## config.mk

```make
export PLATFORM = sky130hd
export DESIGN_NAME = wb_dest_router_flat
export DESIGN_NICKNAME = d
export VERILOG_FILES = /design/src/rtl/wb_dest_router_pkg.sv /design/src/rtl/wb_dest_router_if.sv /design/src/rtl/wb_timeout_counter.sv /design/src/rtl/wb_dest_router.sv /design/src/flat_wrapper.sv
export SDC_FILE = /design/constraint.sdc
export NUM_CORES = 1
export LEC_CHECK = 0
export ABC_AREA = 1
export ABC_CLOCK_PERIOD_IN_PS = 1300
export CORE_ASPECT_RATIO = 0.8
export CORE_UTILIZATION = 39
export CTS_BUF_LIST = sky130_fd_sc_hd__clkbuf_4
export CTS_CLUSTER_SIZE = 8
export DETAILED_ROUTE_END_ITERATION = 10
export HOLD_SLACK_MARGIN = 0.15
export MAX_ROUTING_LAYER = met4
export PLACE_DENSITY = 0.78
export REMOVE_ABC_BUFFERS = 1
export SKIP_CTS_REPAIR_TIMING = 1
export SLEW_MARGIN = 10
export SYNTH_ARGS = -nofsm -noshare
export SYNTH_HDL_FRONTEND = slang
export SYNTH_SLANG_ARGS = --single-unit
```

## constraint.sdc

```tcl
create_clock -name clk -period 1.3 [get_ports clk]
set_input_delay 0.195 -clock clk [delete_from_list [all_inputs] [get_ports clk]]
set_output_delay 0.195 -clock clk [all_outputs]
set_load 0.005 [all_outputs]
```

## src/rtl/wb_dest_router_pkg.sv

```systemverilog
// Shared definitions for the writeback destination router: defaults and FSM encoding.
package wb_dest_router_pkg;
  localparam int DATA_W_DEF  = 16;
  localparam int REG_AW_DEF  = 4;
  localparam int TIMEOUT_DEF = 15;
  localparam int TMR_W       = 8;  // wide enough for TIMEOUT up to 255

  typedef enum logic [1:0] {
    ST_IDLE    = 2'd0,
    ST_RF_WR   = 2'd1,
    ST_MEM_REQ = 2'd2
  } state_t;
endpackage

```

## src/rtl/wb_dest_router_if.sv

```systemverilog
// Result-in / register-file / store-request bundle between the pipeline and the router.
interface wb_dest_router_if #(
  parameter int DATA_W = 16,
  parameter int REG_AW = 4
);
  logic              in_valid;
  logic              in_ready;
  logic              dest_select;
  logic [DATA_W-1:0] result;
  logic [REG_AW-1:0] rd_addr;
  logic [DATA_W-1:0] st_addr;
  logic              rf_we;
  logic [REG_AW-1:0] rf_waddr;
  logic [DATA_W-1:0] rf_wdata;
  logic              mem_req;
  logic [DATA_W-1:0] mem_addr;
  logic [DATA_W-1:0] mem_wdata;
  logic              mem_ack;
  logic              timeout_pulse;
  logic              err_flag;

  modport master (
    output in_valid, dest_select, result, rd_addr, st_addr, mem_ack,
    input  in_ready, rf_we, rf_waddr, rf_wdata, mem_req, mem_addr, mem_wdata,
           timeout_pulse, err_flag
  );

  modport slave (
    input  in_valid, dest_select, result, rd_addr, st_addr, mem_ack,
    output in_ready, rf_we, rf_waddr, rf_wdata, mem_req, mem_addr, mem_wdata,
           timeout_pulse, err_flag
  );
endinterface

```

## src/rtl/wb_timeout_counter.sv

```systemverilog
// Store wait counter: counts enabled cycles, flags the TIMEOUT-th one.
module wb_timeout_counter
  import wb_dest_router_pkg::*;
#(
  parameter int TIMEOUT = TIMEOUT_DEF
) (
  input  logic clk,
  input  logic rst,
  input  logic clear,
  input  logic enable,
  output logic expired
);
  localparam logic [TMR_W-1:0] LAST = TMR_W'(TIMEOUT - 1);

  logic [TMR_W-1:0] cnt;

  always_ff @(posedge clk or posedge rst) begin
    if (rst)                      cnt <= '0;
    else if (clear)               cnt <= '0;
    else if (enable && !expired)  cnt <= cnt + 1'b1;
  end

  // cnt holds the number of earlier unacked cycles, so this is the TIMEOUT-th one
  assign expired = (cnt == LAST);
endmodule

```

## src/rtl/wb_dest_router.sv

```systemverilog
// Routes a writeback result either to the register file (1-cycle write) or to
// data memory as a store request with ack timeout and sticky error flag.
module wb_dest_router
  import wb_dest_router_pkg::*;
#(
  parameter int DATA_W  = DATA_W_DEF,
  parameter int REG_AW  = REG_AW_DEF,
  parameter int TIMEOUT = TIMEOUT_DEF
) (
  input  logic             clk,
  input  logic             rst,
  wb_dest_router_if.slave  bus
);
  state_t            state, nxt;
  logic [DATA_W-1:0] cap_data;
  logic [DATA_W-1:0] cap_st;
  logic [REG_AW-1:0] cap_rd;
  logic              tmo_q;
  logic              err_q;
  logic              accept;
  logic              tmr_en;
  logic              tmr_expired;
  logic              tmo_fire;

  assign accept   = bus.in_valid && (state != ST_MEM_REQ);
  assign tmr_en   = (state == ST_MEM_REQ) && !bus.mem_ack;
  assign tmo_fire = tmr_en && tmr_expired;  // ack wins over a same-cycle timeout

  wb_timeout_counter #(.TIMEOUT(TIMEOUT)) u_tmr (
    .clk     (clk),
    .rst     (rst),
    .clear   (state != ST_MEM_REQ),
    .enable  (tmr_en),
    .expired (tmr_expired)
  );

  always_ff @(posedge clk or posedge rst) begin
    if (rst) begin
      state    <= ST_IDLE;
      cap_data <= '0;
      cap_st   <= '0;
      cap_rd   <= '0;
      tmo_q    <= 1'b0;
      err_q    <= 1'b0;
    end else begin
      state <= nxt;
      tmo_q <= tmo_fire;
      if (tmo_fire) err_q <= 1'b1;
      if (accept) begin
        cap_data <= bus.result;
        cap_st   <= bus.st_addr;
        cap_rd   <= bus.rd_addr;
      end
    end
  end

  always_comb begin
    nxt               = state;
    bus.in_ready      = 1'b1;
    bus.rf_we         = 1'b0;
    bus.mem_req       = 1'b0;
    bus.rf_waddr      = cap_rd;
    bus.rf_wdata      = cap_data;
    bus.mem_addr      = cap_st;
    bus.mem_wdata     = cap_data;
    bus.timeout_pulse = tmo_q;
    bus.err_flag      = err_q;
    case (state)
      ST_IDLE, ST_RF_WR: begin
        bus.rf_we = (state == ST_RF_WR);
        if (accept) nxt = bus.dest_select ? ST_MEM_REQ : ST_RF_WR;
        else        nxt = ST_IDLE;
      end
      ST_MEM_REQ: begin
        bus.in_ready = 1'b0;
        bus.mem_req  = 1'b1;
        if (bus.mem_ack || tmo_fire) nxt = ST_IDLE;
      end
      default: nxt = ST_IDLE;
    endcase
  end
endmodule

```

## src/flat_wrapper.sv

```systemverilog
// flat-port wrapper written by rule: the top's interface ports become plain ports
module wb_dest_router_flat import wb_dest_router_pkg::*;
#(
  parameter int DATA_W  = DATA_W_DEF,
  parameter int REG_AW  = REG_AW_DEF,
  parameter int TIMEOUT = TIMEOUT_DEF
)
  (clk, rst, bus_in_valid, bus_dest_select, bus_result, bus_rd_addr, bus_st_addr, bus_mem_ack, bus_in_ready, bus_rf_we, bus_rf_waddr, bus_rf_wdata, bus_mem_req, bus_mem_addr, bus_mem_wdata, bus_timeout_pulse, bus_err_flag);
  wb_dest_router_if #(.DATA_W(DATA_W), .REG_AW(REG_AW)) bus_i ();
  input  logic clk;
  input  logic rst;
  input wire logic [$bits(bus_i.in_valid)-1:0] bus_in_valid;
  input wire logic [$bits(bus_i.dest_select)-1:0] bus_dest_select;
  input wire logic [$bits(bus_i.result)-1:0] bus_result;
  input wire logic [$bits(bus_i.rd_addr)-1:0] bus_rd_addr;
  input wire logic [$bits(bus_i.st_addr)-1:0] bus_st_addr;
  input wire logic [$bits(bus_i.mem_ack)-1:0] bus_mem_ack;
  output wire logic [$bits(bus_i.in_ready)-1:0] bus_in_ready;
  output wire logic [$bits(bus_i.rf_we)-1:0] bus_rf_we;
  output wire logic [$bits(bus_i.rf_waddr)-1:0] bus_rf_waddr;
  output wire logic [$bits(bus_i.rf_wdata)-1:0] bus_rf_wdata;
  output wire logic [$bits(bus_i.mem_req)-1:0] bus_mem_req;
  output wire logic [$bits(bus_i.mem_addr)-1:0] bus_mem_addr;
  output wire logic [$bits(bus_i.mem_wdata)-1:0] bus_mem_wdata;
  output wire logic [$bits(bus_i.timeout_pulse)-1:0] bus_timeout_pulse;
  output wire logic [$bits(bus_i.err_flag)-1:0] bus_err_flag;
  assign bus_i.in_valid = bus_in_valid;
  assign bus_i.dest_select = bus_dest_select;
  assign bus_i.result = bus_result;
  assign bus_i.rd_addr = bus_rd_addr;
  assign bus_i.st_addr = bus_st_addr;
  assign bus_i.mem_ack = bus_mem_ack;
  assign bus_in_ready = bus_i.in_ready;
  assign bus_rf_we = bus_i.rf_we;
  assign bus_rf_waddr = bus_i.rf_waddr;
  assign bus_rf_wdata = bus_i.rf_wdata;
  assign bus_mem_req = bus_i.mem_req;
  assign bus_mem_addr = bus_i.mem_addr;
  assign bus_mem_wdata = bus_i.mem_wdata;
  assign bus_timeout_pulse = bus_i.timeout_pulse;
  assign bus_err_flag = bus_i.err_flag;
  wb_dest_router #(.DATA_W(DATA_W), .REG_AW(REG_AW), .TIMEOUT(TIMEOUT)) u_core (.clk(clk), .rst(rst), .bus(bus_i));
endmodule
```

==> out/results.tsv, run 1 <==
stage	metric	value	unit
placement	dp_worst_setup_slack	-0.212	ns
floorplanning	rows	24	
detailed_routing	wl	6090	um
final_layout	drive_above_1_share	0.364	
sta	max_freq	729	MHz
placement	place_inst	347	
floorplanning	initial_core_util	0.412	
critical_path	critical_path_class	reg2reg	
sta	fin_ws	-0.0708	ns
global_route	grt_pass1_wl	7550	um
global_route	gr-usage-all-layers	0.167	
yosys	yosysUniqueCellTypes	23	
clock_network	h-tree-depth	2	
sta	worst_pin_slew	0.243	ns
floorplanning	chipWidth	87.6	um
yosys	synth_seq_cells	48	
pwr	ir_drop	0.616	mV
clock_network	cts.path.max_buffers	2	
sta	fin_tns_setup	-1.47	ns
yosys	syn_inst	177	
clock_network	clock_latency	0.37	ns
sta	finalHoldViolations	0	
clock_network	cts_tree	built	
detailed_routing	drt_iter0_markers	65	
sta	slew_headroom	0.838	
pwr	powerDensity	1130	nW/um^2
detailed_routing	drc	0	
clock_network	cts_buffers	5	
sta	post-route-period-util	1.05	
final_layout	multi_input_area	938	sq um
final_layout	antenna_cells	0	
clock_network	clk_pin_slew	0.14	ns
critical_path	start_kind	flip-flop	
sta	rsz0062_at_grt	yes	
run_status	violations	setup timing	
run_status	status	complete, but fails checks	
sta	finalMaxSlewViolations	0	
global_route	antenna_found_initial	0	
floorplanning	coreArea	5560	sq um
final_layout	seq_area	1200	sq um
pwr	p_leak	2.31	nW
yosys	synth_area	2290	sq um
global_route	grt_remaining_overflow	0	
critical_path	cp_data_required_time	1.57	ns
detailed_routing	antenna_left	0	
final_layout	final_cells	386	
yosys	synth-seq-area-share	0.525	
floorplanning	dieArea	6180	sq um
final_layout	nets	350	
clock_network	numClockSinks	48	
final_layout	syn2layout_area_growth	72.8	%
floorplanning	die_h	70.5	um
global_route	grt_pass1_vias	1483	
detailed_routing	wl_per_cell	15.8	um
yosys	postSynthAreaPerCell	12.9	sq um
min_path	hold_path_class	in2reg	
sta	finClkSkew	0.0238	ns
placement	hpwl	3520	um
final_layout	finalCoreUtilization	0.712	
detailed_routing	drt_first_pass_iters	4	
final_layout	final_area	3960	sq um
placement	io_buffers	97	
critical_path	end_kind	flip-flop	
sta	fin_crit	1.37	ns
detailed_routing	vias	1722	
run	drv_cap	0	
detailed_routing	vias_per_cell	4.46	
final_layout	num-fill-cells	365	
clock_network	clk_root_buffer_cell	clkbuf_4	
sta	finalSetupViolCount	40	
placement	placed_cell_area	3330	sq um
floorplanning	io_pins	98	
global_route	grt_max_degree	28	
critical_path	crit_fanout	9	
placement	gp_congestion	0.758	
yosys	yosys_warnings	0	
critical_path	arrival	1.64	ns
-- routing by layer --
layer / vias up / part of all wire / track usage
met4: 0 / 0.018 / 0.0492
met5: - / 0 / -
met2: 75 / 0.52 / 0.251
met1: 813 / 0.40 / 0.225
li1: 824 / - / -
met3: 10 / 0.062 / 0.0378
-- power breakdown --
part,switching (W),internal (W)
registers,0.000142,0.00170
clock network,0.000500,0.000606
logic,0.000468,0.00107
total,0.00111,0.00337
-- state kept, by name, summed over array words and instances, names as in the netlist --
register	cells
u_core.u_tmr.cnt	8
u_core.state	2
u_core.bus.err_flag	1
u_core.bus.timeout_pulse	1
u_core.bus.rf_waddr	4
u_core.bus.mem_addr	16
u_core.bus.mem_wdata	16
-- cells in the mapped netlist --
cell	count	area (sq um)
nand2_4	1	11.3
buf_4	16	120
o21ai_1	3	15.0
nor2_4	3	33.8
nand2_8	1	20.0
mux2_4	29	435
nor2_8	1	20.0
nand3_2	1	10.0
nand3_1	6	30.0
nand4_1	1	6.26
inv_1	12	45.0
xor2_1	1	8.76
or2_2	1	6.26
or2_0	1	6.26
buf_12	3	60.1
dfrtp_1	48	1200
mux2_2	7	78.8
inv_2	1	3.75
ha_1	2	25.0
nor2_1	8	30.0
nand2_1	27	101
nor3_1	1	5.00
o21ai_0	3	15.0
-- placed cells by master (no fill, tap or decap), types with 2 or more instances in the layout --
cell and instances:
dlymetal6s2s_1 53, dfrtp_1 48, clkdlybuf4s50_1 40, mux2_4 36, buf_4 32, nand2_1 24
inv_1 9, nor2_1 7, nand3_1 6, clkbuf_4 5, buf_6 5, inv_2 4
nor2_4 4, nand2_2 3, o21ai_0 3, clkbuf_16 3, buf_12 3, o21ai_1 2
bufinv_16 2, clkbuf_2 2
-- kinds of logic after synthesis --
logic type	synth area share
DFF	0.525
muxes	0.225
xor gates and xnor gates	0.00383
and+or+nand+nor	0.122
AOI/OAI and AO/OA	0.0131
adders and majority gates	0.0109
buffers and inverters	0.100
-- through the flow --
step | power, W | hold slack, ns
finish | 0.00448 | 0.414
global placement | 0.00316 | 0.424
floorplan | 0.00232 | 0.268
CTS | 0.00430 | 0.0124
detailed placement | 0.00319 | 0.419
global route | 0.00469 | 0.396
-- critical path: stages (launching register included) --
cell,delay [ns]
dfrtp_1,0.40
inv_2,0.07
nand2_4,0.06
buf_6,0.13
nand2_8,0.12
clkbuf_16,0.19
mux2_4,0.29
-- worst paths after layout --
path | from | endpoint | slack, ns | depth (start not counted)
min in group asynchronous | rst | u_core.bus.err_flag$_DFFE_PP0P_ | 0.61 | 3
max reg2reg | u_core.state[0]$_DFFE_PP0P_ | u_core.bus.mem_addr[3]$_DFFE_PP0P_ | -0.07 | 6
min reg2reg | u_core.bus.err_flag$_DFFE_PP0P_ | u_core.bus.err_flag$_DFFE_PP0P_ | 0.49 | 1
max | u_core.state[0]$_DFFE_PP0P_ | u_core.bus.mem_addr[3]$_DFFE_PP0P_ | -0.07 | 6
min | bus_dest_select | u_core.state[0]$_DFFE_PP0P_ | 0.41 | 2
max in group asynchronous | rst | u_core.bus.mem_addr[12]$_DFFE_PP0P_ | 0.30 | 4
-- cell type report --
cell class                 instances  share of cell area
sequential                        48               0.304
clock buffer                       5             0.00949
tap                               78              0.0247
clock inverter                     3              0.0174
inverter                          13              0.0123
multi-input combinational         97               0.237
timing repair buffer             142               0.395
No activity file was read; power rests on OpenSTA's default activity.
==> inputs of run 2 (changes only) <==
- SETUP_SLACK_MARGIN: unset -> 0.4
==> run 2 against run 1 <==
The flow still finishes with violations (setup timing). Highest routed layer unchanged. Utilization shrank 6.1 points. Flip-flop and latch count is the same. Setup slack gained 0.011 ns. Via count shrank 1.8%. Clock skew shrank 0.0059 ns. Power shrank 3.9%. First-iteration DRC count shrank 25%. Sequential share of layout area grew 2.8 points. Combinational power shrank 11%.
==> out/results.tsv, run 2 (same netlist as run 1, synthesis figures left out) <==
stage	metric	value	unit	change
floorplanning	rows	24		unchanged
detailed_routing	vias	1691		was 1722
run	drv_cap	0		unchanged
clock_network	h-tree-depth	2		unchanged
floorplanning	coreArea	5560	sq um	unchanged
global_route	gr-usage-all-layers	0.167		unchanged
run_status	status	complete, but fails checks		unchanged
clock_network	cts.path.max_buffers	2		unchanged
detailed_routing	drt_first_pass_iters	4		unchanged
critical_path	crit_chain	inv_2, nand2_4, buf_6, nand2_8, clkbuf_16, mux2_4		unchanged
global_route	grt_max_degree	28		unchanged
clock_network	clk_pin_slew	0.15	ns	was 0.14 ns
global_route	grt_remaining_overflow	0		unchanged
pwr	ir_drop	0.571	mV	was 0.616 mV
placement	hpwl	3520	um	unchanged
sta	finalSetupViolCount	38		was 40
sta	fin_ws	-0.0599	ns	was -0.0708 ns
detailed_routing	vias_per_cell	4.36		was 4.46
sta	finalHoldViolations	0		unchanged
final_layout	drive_above_1_share	0.542		was 0.364
critical_path	end_kind	flip-flop		unchanged
floorplanning	dieArea	6180	sq um	unchanged
run_status	violations	setup timing		unchanged
clock_network	clock_latency	0.37	ns	about the same
detailed_routing	antenna_left	0		unchanged
floorplanning	initial_core_util	0.412		unchanged
critical_path	start_kind	flip-flop		unchanged
floorplanning	chipWidth	87.6	um	unchanged
clock_network	clk_root_buffer_cell	clkbuf_4		unchanged
sta	finalMaxSlewViolations	0		unchanged
sta	finClkSkew	0.0178	ns	was 0.0238 ns
sta	hold_ws	0.172	ns	was 0.414 ns
global_route	grt_pass1_wl	7550	um	unchanged
sta	max_freq	735	MHz	was 729 MHz
final_layout	antenna_cells	0		unchanged
min_path	hold_path_class	in2async		was in2reg
sta	rsz0062_at_grt	yes		unchanged
final_layout	final_cell_mix	dfrtp_1, clkdlybuf4s50_1, mux2_4		was dlymetal6s2s_1, dfrtp_1, clkdlybuf4s50_1
placement	io_buffers	97		unchanged
placement	gp_congestion	0.758		unchanged
pwr	powerDensity	1190	nW/um^2	was 1130 nW/um^2
pwr	p_leak	1.84	nW	was 2.31 nW
sta	post-route-period-util	1.05		about the same
detailed_routing	wl_per_cell	14.3	um	was 15.8 um
final_layout	final_area	3620	sq um	was 3960 sq um
critical_path	crit_fanout	9		unchanged
clock_network	numClockSinks	48		unchanged
critical_path	cp_data_required_time	1.57	ns	about the same
final_layout	nets	352		was 350
detailed_routing	drc	0		unchanged
critical_path	slowest_delay	0.40	ns	about the same
sta	fin_crit	1.36	ns	was 1.37 ns
critical_path	slowest_stage	dfrtp_1		unchanged
clock_network	cts_tree	built		unchanged
sta	fin_tns_setup	-1.09	ns	was -1.47 ns
floorplanning	io_pins	98		unchanged
detailed_routing	drt_iter0_markers	49		was 65
clock_network	cts_buffers	5		unchanged
placement	placed_cell_area	3330	sq um	unchanged
final_layout	syn2layout_area_growth	58.1	%	was 72.8%
critical_path	arrival	1.63	ns	was 1.64 ns
global_route	grt_pass1_vias	1483		unchanged
critical_path	critical_path_class	reg2reg		unchanged
sta	slew_headroom	0.837		was 0.838
detailed_routing	wl	5540	um	was 6090 um
global_route	antenna_found_initial	0		unchanged
final_layout	final_common_cell	dfrtp_1		was dlymetal6s2s_1
floorplanning	die_h	70.5	um	unchanged
final_layout	num-fill-cells	418		was 365
sta	worst_pin_slew	0.245	ns	was 0.243 ns
==> run 2: worst paths after layout <==
path / startpoint / endpoint / cells past startpoint / slack [ns]
setup reg to reg: u_core.state[0]$_DFFE_PP0P_ / u_core.bus.mem_addr[3]$_DFFE_PP0P_ / 6 / -0.06
setup / recovery: u_core.state[0]$_DFFE_PP0P_ / u_core.bus.mem_addr[3]$_DFFE_PP0P_ / 6 / -0.06
hold reg to reg: u_core.bus.err_flag$_DFFE_PP0P_ / u_core.bus.err_flag$_DFFE_PP0P_ / 1 / 0.52
max in group asynchronous: rst / u_core.bus.timeout_pulse$_DFF_PP0_ / 3 / 0.50
min in group clk: bus_result[0] / u_core.bus.mem_wdata[0]$_DFFE_PP0P_ / 2 / 0.42
hold / removal: rst / u_core.bus.mem_addr[5]$_DFFE_PP0P_ / 3 / 0.17
==> run 2: metal layers <==
metal	track usage	routed length, um
met5	-	0
met4	0.0492	40
met3	0.0378	306
met2	0.251	2800
met1	0.225	2390
==> run 2: per-stage QoR <==
stage	worst slack, ns	power [W]	cells	utilization
after floorplan	-0.0395	0.00232	158	-
after global placement	-0.169	0.00316	347	0.600
after CTS	-0.448	0.00430	355	0.619
after detailed placement	-0.212	0.00319	347	0.600
final	-0.0599	0.00431	388	0.651
after global routing	-0.127	0.00451	388	0.651
==> run 2: final cells by class <==
| class | count | area [sq um] | share of cell area |
|---|---|---|---|
| clock buffers | 5 | 37.5 | 0.0104 |
| clock inverters | 3 | 68.8 | 0.0190 |
| inverters | 13 | 48.8 | 0.0135 |
| multi-input cells | 97 | 958 | 0.265 |
| flip-flops and latches | 48 | 1200 | 0.332 |
| well taps | 78 | 97.6 | 0.0270 |
| repair buffers | 144 | 1200 | 0.333 |
==> run 2: power by group <==
part,switching [W],total [W],internal [W]
registers,0.000136,0.00183,0.00170
logic,0.000459,0.00137,0.000909
clock network,0.000496,0.00110,0.000606
==> run 2: worst max-delay path: cells and delay by family, from the launching register on <==
family                 cells  cell delay (ns)
buffers and inverters      3             0.39
and+or+nand+nor            2             0.18
muxes                      1             0.30
DFF                        1             0.40
